**config.mk**
```make
export PLATFORM = sky130hd
export DESIGN_NAME = video_frame_sig
export DESIGN_NICKNAME = d
export VERILOG_FILES = /design/src/rtl/video_sig_pkg.sv /design/src/rtl/video_raster_cnt.sv /design/src/rtl/video_frame_sig.sv
export SDC_FILE = /design/constraint.sdc
export NUM_CORES = 1
export LEC_CHECK = 0
export CORE_MARGIN = 5
export CORE_UTILIZATION = 50
export DETAILED_ROUTE_END_ITERATION = 6
export GPL_ROUTABILITY_DRIVEN = 0
export PLACE_DENSITY = 0.7
export REMOVE_ABC_BUFFERS = 1
export SYNTH_ARGS = -nofsm -noshare
export SYNTH_HDL_FRONTEND = slang
export SYNTH_SLANG_ARGS = --single-unit
```
**constraint.sdc**
```tcl
create_clock -name clk -period 14.8 [get_ports clk]
set_input_delay 1.48 -clock clk [delete_from_list [all_inputs] [get_ports clk]]
set_output_delay 1.48 -clock clk [all_outputs]
set_load 0.03 [all_outputs]
```
**src/rtl/video_sig_pkg.sv**
```systemverilog
// video_sig_pkg: shared types and helpers for the video frame-signature unit.
// Holds the capture state enum, the streaming hash step and common widths.
package video_sig_pkg;

  // Width of the per-frame hashed-pixel counter.
  localparam int PIX_CNT_W = 20;
  // Width of the raster x/y position counters.
  localparam int RASTER_W  = 16;
  // Widest hash the step function supports; narrower hashes truncate its result.
  localparam int HASH_MAX_W = 64;

  typedef enum logic {
    WAIT_VS = 1'b0,
    CAPTURE = 1'b1
  } sig_state_e;

  // One hash step: rgb + (hash << 6) + (hash << 16) - hash, i.e. hash*65599 + rgb.
  function automatic logic [HASH_MAX_W-1:0] sig_hash_step(
    input logic [HASH_MAX_W-1:0] rgb,
    input logic [HASH_MAX_W-1:0] hash
  );
    return rgb + (hash << 3'd6) + (hash << 5'd16) - hash;
  endfunction

endpackage

```
**src/rtl/video_raster_cnt.sv**
```systemverilog
// video_raster_cnt: sync edge detection, raster x/y tracking and the
// active-window / decimation decode for the frame-signature unit.
module video_raster_cnt
  import video_sig_pkg::*;
#(
  parameter int H_ACTIVE = 700,
  parameter int V_ACTIVE = 500,
  parameter int H_START  = 5,
  parameter int V_START  = 5,
  parameter int DECIM    = 2
) (
  input  logic clk,
  input  logic reset,
  input  logic hsync,
  input  logic vsync,
  output logic sample_en,
  output logic frame_end
);

  localparam int PH_W = (DECIM > 1) ? $clog2(DECIM) : 1;
  localparam logic [RASTER_W-1:0] X_LO    = RASTER_W'(H_START);
  localparam logic [RASTER_W-1:0] X_HI    = RASTER_W'(H_START + DECIM * H_ACTIVE);
  localparam logic [RASTER_W-1:0] Y_LO    = RASTER_W'(V_START);
  localparam logic [RASTER_W-1:0] Y_HI    = RASTER_W'(V_START + V_ACTIVE);
  localparam logic [PH_W-1:0]     PH_LAST = PH_W'(DECIM - 1);

  logic                last_hsync;
  logic                last_vsync;
  logic [RASTER_W-1:0] x;
  logic [RASTER_W-1:0] y;
  logic [PH_W-1:0]     ph;
  logic                line_start;
  logic                active;
  logic                in_x;
  logic                in_y;

  assign line_start = hsync & ~last_hsync;
  // A frame ends on the first clock with vsync high and hsync low; when both
  // syncs overlap, the line increment happens first and the frame ends once
  // hsync drops.
  assign frame_end  = vsync & ~hsync & ~(last_vsync & ~last_hsync);
  assign active     = ~hsync & ~vsync;
  assign in_x       = (x >= X_LO) && (x < X_HI);
  assign in_y       = (y >= Y_LO) && (y < Y_HI);
  // ph tracks (x - H_START) % DECIM incrementally, avoiding a divider.
  assign sample_en  = active & in_x & in_y & (ph == '0);

  // Track sync history, horizontal position, decimation phase and line index.
  always_ff @(posedge clk or posedge reset) begin
    if (reset) begin
      last_hsync <= 1'b0;
      last_vsync <= 1'b0;
      x          <= '0;
      y          <= '0;
      ph         <= '0;
    end else begin
      last_hsync <= hsync;
      last_vsync <= vsync;
      if (hsync) begin
        if (line_start) begin
          x  <= '0;
          ph <= '0;
          // y saturates so an endless run of lines never re-enters the window.
          if (y != '1) y <= y + 1'b1;
        end
      end else if (vsync) begin
        if (frame_end) begin
          x  <= '0;
          y  <= '0;
          ph <= '0;
        end
      end else begin
        if (x != '1) x <= x + 1'b1;
        if (x < X_LO)            ph <= '0;
        else if (ph == PH_LAST)  ph <= '0;
        else                     ph <= ph + 1'b1;
      end
    end
  end

endmodule

```
**src/rtl/video_frame_sig.sv**
```systemverilog
// video_frame_sig: passive observer that folds the sampled active window of
// each video frame into a streaming hash and reports one signature per frame.
// Optional golden comparator: define SIG_GOLDEN_CMP_EN to add exp_hash/match/
// mismatch_sticky.
module video_frame_sig
  import video_sig_pkg::*;
#(
  parameter int RGB_W    = 3,
  parameter int H_ACTIVE = 700,
  parameter int V_ACTIVE = 500,
  parameter int H_START  = 5,
  parameter int V_START  = 5,
  parameter int DECIM    = 2,
  parameter int HASH_W   = 64,
  parameter int CNT_W    = 16
) (
  input  logic                 clk,
  input  logic                 reset,
  input  logic                 hsync,
  input  logic                 vsync,
  input  logic [RGB_W-1:0]     rgb,
  output logic                 frame_done,
  output logic [HASH_W-1:0]    frame_hash,
  output logic [CNT_W-1:0]     frame_cnt,
  output logic [PIX_CNT_W-1:0] pix_cnt,
  output logic                 err_short
`ifdef SIG_GOLDEN_CMP_EN
  ,
  input  logic [HASH_W-1:0]    exp_hash,
  output logic                 match,
  output logic                 mismatch_sticky
`endif
);

  localparam logic [PIX_CNT_W-1:0] FULL_CNT = PIX_CNT_W'(H_ACTIVE * V_ACTIVE);

  sig_state_e           state;
  logic [HASH_W-1:0]    hash;
  logic [HASH_W-1:0]    hash_next;
  logic [PIX_CNT_W-1:0] cnt;
  logic                 sample_en;
  logic                 frame_end;

  video_raster_cnt #(
    .H_ACTIVE (H_ACTIVE),
    .V_ACTIVE (V_ACTIVE),
    .H_START  (H_START),
    .V_START  (V_START),
    .DECIM    (DECIM)
  ) u_raster (
    .clk       (clk),
    .reset     (reset),
    .hsync     (hsync),
    .vsync     (vsync),
    .sample_en (sample_en),
    .frame_end (frame_end)
  );

  assign hash_next = HASH_W'(sig_hash_step(HASH_MAX_W'(rgb), HASH_MAX_W'(hash)));

  // Capture state machine: arm on the first frame boundary, then hash samples
  // and publish the signature at every following boundary.
  always_ff @(posedge clk or posedge reset) begin
    if (reset) begin
      state      <= WAIT_VS;
      hash       <= '0;
      cnt        <= '0;
      frame_done <= 1'b0;
      frame_hash <= '0;
      frame_cnt  <= '0;
      pix_cnt    <= '0;
      err_short  <= 1'b0;
    end else begin
      frame_done <= 1'b0;
      case (state)
        WAIT_VS: begin
          if (frame_end) begin
            state <= CAPTURE;
            hash  <= '0;
            cnt   <= '0;
          end
        end
        CAPTURE: begin
          if (frame_end) begin
            frame_done <= 1'b1;
            frame_hash <= hash;
            pix_cnt    <= cnt;
            err_short  <= (cnt != FULL_CNT);
            frame_cnt  <= frame_cnt + 1'b1;
            hash       <= '0;
            cnt        <= '0;
          end else if (sample_en) begin
            hash <= hash_next;
            if (cnt != '1) cnt <= cnt + 1'b1;
          end
        end
        default: state <= WAIT_VS;
      endcase
    end
  end

`ifdef SIG_GOLDEN_CMP_EN
  // Compare each completed signature with the expected one; remember any miss.
  always_ff @(posedge clk or posedge reset) begin
    if (reset) begin
      match           <= 1'b0;
      mismatch_sticky <= 1'b0;
    end else if ((state == CAPTURE) && frame_end) begin
      match <= (hash == exp_hash);
      if (hash != exp_hash) mismatch_sticky <= 1'b1;
    end
  end
`endif

endmodule

```
==> summary.md <==
The run finished with clean final reports. TritonCTS built the clock tree. For the finished layout, the period the worst path requires is 5.09 ns. The max capacitance violation total was 0; the synthesis-to-finish area growth was 15.8%. The clock sink count was 222; the post-route standard cell area excluding fillers was 16200 µm².

For this run, the top clock speed supported by timing is 196 MHz. The sum of routed wire length over all layers is 34600 µm, and the total global routing overflow is 0. The run gives 1 as the maximum level of the CTS H-tree.

The worst hold path class was reg2reg. Number of placement rows: 61. The run gives 0.54 ns as the clock insertion delay at the later pin of the skew report.

For the worst setup path, the data arrival time is 5.48 ns. The tools report the kind of end point of the critical path as a flip-flop. For the starting utilization of the core area, the log shows 50.4%. Of all nets on the critical path, the largest fanout is 5. Pin placement for this block handled 109 I/O pins. The pre-antenna-repair detailed-routing pass consisted of 6 iterations. The critical path is of the in2reg type. The worst setup path is launched from an input port. The completed layout was analyzed and its total power is 1.37 mW. The number of diodes added for antenna fixing is 0, and the clock skew after layout is 0.0177 ns.

The post-synthesis async set-or-reset flop share was 100%. Clock-pin slew was measured on the worst setup and hold paths at 0.06 ns. The die outline width was 177 µm; the share of the yosys chip area belonging to registers was 39.8%. Once detailed placement completed, the half-perimeter wirelength came to 25200 µm. The count of final hold-check violations was 0. Synthesis inferred 222 register bits. During synthesis, Yosys emitted a total of 0 warnings. The tools report the total global routing track utilization as 22.5%. Master cell of the clock root buffer: clkbuf_16. In the synthesized netlist the dominant register cell turns out to be dfrtp_1.

The number of hold-repair buffers added at the cts stage is 0, and the average footprint of a synthesized cell is 9.02 µm². Final count of pins violating max slew: 0. IR analysis of the VDD net gives a maximum drop of 0.0775 mV. In the final routed layout, each cell accounts on average for 17.1 µm. Hold timing on the final database bottoms out at a slack of 0.469 ns. The share of cells above drive strength 1 was 5.64%. Measured against its own limit, the worst slew margin works out to 28.1%. The number of input and output port buffers inserted works out to 108.

The area of the mapped netlist was 14000 µm²; the standard cell core area was 27700 µm². The number of antenna violations at the first check in global routing came out at 1. The number of inserted filler cells in the final layout is 2459, and the total DRC errors in the routed layout is 0. STA puts the critical path data required time at 15.19 ns. For this design the static power due to leakage is 7.71 nW. The tools report the count of nets left with antenna violations after detail routing as 0.

Setup repair after global routing left no endpoint under its margin. Dividing the final minimum period by the clock period gives 34.4%. The power per cell area was 84.7 nW/µm²; the global-route wire length before repair was 58000 µm. The tools report the number of global-route vias before repair as 11.2k.

Setup violations remaining at the end of the flow were counted as 0. For this block, the initial DRC count from the detailed router was 975. The cell area after placement is 15300 µm², and the number of vias in the routed layout is 11.1k. The maximum clock insertion buffer count is 3, and the post-CTS repair timing setup buffer count is 0.

The die is 177 µm tall. Adding up every negative setup slack in the final design gives 0 ns. In this run, synthesis inferred 0 flip-flops with an integrated enable. The number of nets in the layout is 1768. The post-cts repair resize count was 0; the number of buffers created by CTS was 26.

Synthesis instantiated 73 different standard cells from the library. The pin slew with the least headroom to its limit was 1.08 ns. Synthesis produced 1547 cells. The via density per instance came out at 5.50.

The floorplan step defined a die boundary enclosing 31300 µm². The tools report the maximum number of pins on one net before global-route repair as 106.
critical path, cell delays in order:
cell,delay (ns)
clkdlybuf4s50_1,0.43
ha_1,0.31
ha_1,0.23
fa_1,0.42
a21oi_1,0.37
nor3_1,0.15
o211ai_1,0.33
a211oi_1,0.18
nor3b_2,0.38
o31ai_2,0.17
a221oi_2,0.45
o21ai_1,0.16
xnor2_1,0.16
o211ai_1,0.16
o31ai_1,0.09
final timing paths:
check,startpoint,to,slack [ns],depth (start not counted)
setup / recovery,rgb[1],hash[63],9.71,15
hold / removal,frame_cnt[15],frame_cnt[15],0.47,1
setup reg to reg,hash[17],hash[62],10.45,15
hold reg to reg,frame_cnt[15],frame_cnt[15],0.47,1
max in group asynchronous,reset,frame_hash[45],12.00,3
min in group asynchronous,reset,pix_cnt[0],1.46,2
cells in the final DEF, fill, tap and decap left out, types with 3 or more instances in the layout:
master	netlist	layout
a211oi_1	10	10
a21o_1	18	18
a21oi_1	86	86
a31oi_1	4	4
and2_1	6	6
and3_1	12	12
and4_1	6	6
buf_4	1	6
clkbuf_1	48	6
clkbuf_16	0	26
clkbuf_8	0	4
clkdlybuf4s50_1	0	108
clkinv_2	0	6
dfrtp_1	222	222
fa_1	48	48
ha_1	81	81
inv_1	179	178
mux2_2	20	20
nand2_1	172	171
nand2b_1	11	11
nand3_1	101	101
nand4_1	26	26
nor2_1	82	81
nor2b_1	10	10
nor3_1	16	16
nor4_1	5	5
nor4b_1	3	3
o211ai_1	4	4
o21ai_0	160	160
o21ai_1	18	18
o21bai_1	9	9
o31ai_1	3	3
or2_2	4	4
or3_1	15	15
xnor2_1	56	56
xor2_1	52	52
area by class of cell:
cell class                 instances  area (µm²)  share of cell area, %
clock inverter                     9        83.8                  0.519
tap                              378         473                   2.93
sequential                       222        5560                   34.4
clock buffer                      36         728                   4.51
inverter                         180         683                   4.23
timing repair buffer             114        1130                   6.97
multi-input combinational       1088        7510                   46.5
flip-flops by register name, summed over array words and instances (netlist names):
| register | flops |
|---|---|
| cnt | 20 |
| err_short | 1 |
| frame_cnt | 16 |
| frame_done | 1 |
| frame_hash | 64 |
| hash | 64 |
| pix_cnt | 20 |
| state | 1 |
| u_raster.last_hsync | 1 |
| u_raster.last_vsync | 1 |
| u_raster.ph | 1 |
| u_raster.x | 16 |
| u_raster.y | 16 |
per-layer routing:
layer / GRT usage (%) / vias up / share of wire, % / wire length (µm)
li1: - / 5395 / - / -
met1: 31.7 / 5412 / 46 / 15800
met2: 36.5 / 273 / 47 / 16200
met3: 3.31 / 64 / 5.1 / 1780
met4: 6.06 / 0 / 2.4 / 840
met5: 0 / - / 0 / 0
cells by family (layout without fill, tap and decap cells):
kind of cell    Yosys count  after routing  share of synthesized area, %
simple gates            488            488                          17.1
compound gates          343            343                          14.1
buf+inv                 237            339                          6.46
flops                   222            222                          39.8
fa+ha+maj               129            129                          14.1
mux                      20             20                          1.61
xor+xnor                108            108                          6.78
synthesized netlist by cell type, drive strengths merged (20+ instances only):
| master | count | share of area [%] |
|---|---|---|
| nand3 | 101 | 3.6 |
| dfrtp | 222 | 40 |
| a21oi | 87 | 3.1 |
| fa | 48 | 6.9 |
| ha | 81 | 7.3 |
| nand2 | 173 | 4.7 |
| inv | 180 | 4.8 |
| nor2 | 82 | 2.2 |
| xor2 | 52 | 3.3 |
| nand4 | 27 | 1.3 |
| o21ai | 180 | 6.5 |
| xnor2 | 56 | 3.5 |
| mux2 | 20 | 1.6 |
| clkbuf | 48 | 1.3 |
power breakdown:
part	internal [mW]	leakage (nW)	switching [mW]
clock	0.359	0.401	0.253
sequential	0.617	3.07	0.0118
combinational	0.0470	4.23	0.0803
through the flow:
step,setup WS (ns),cells,util [%]
after floorplan,7.24,1490,-
after global placement,9.40,1982,55.4
after detailed placement,9.26,1982,55.4
after CTS,9.81,2027,58.3
after global routing,9.53,2027,58.3
final,9.71,2027,58.3
No activity file was read; power rests on OpenSTA's default activity.
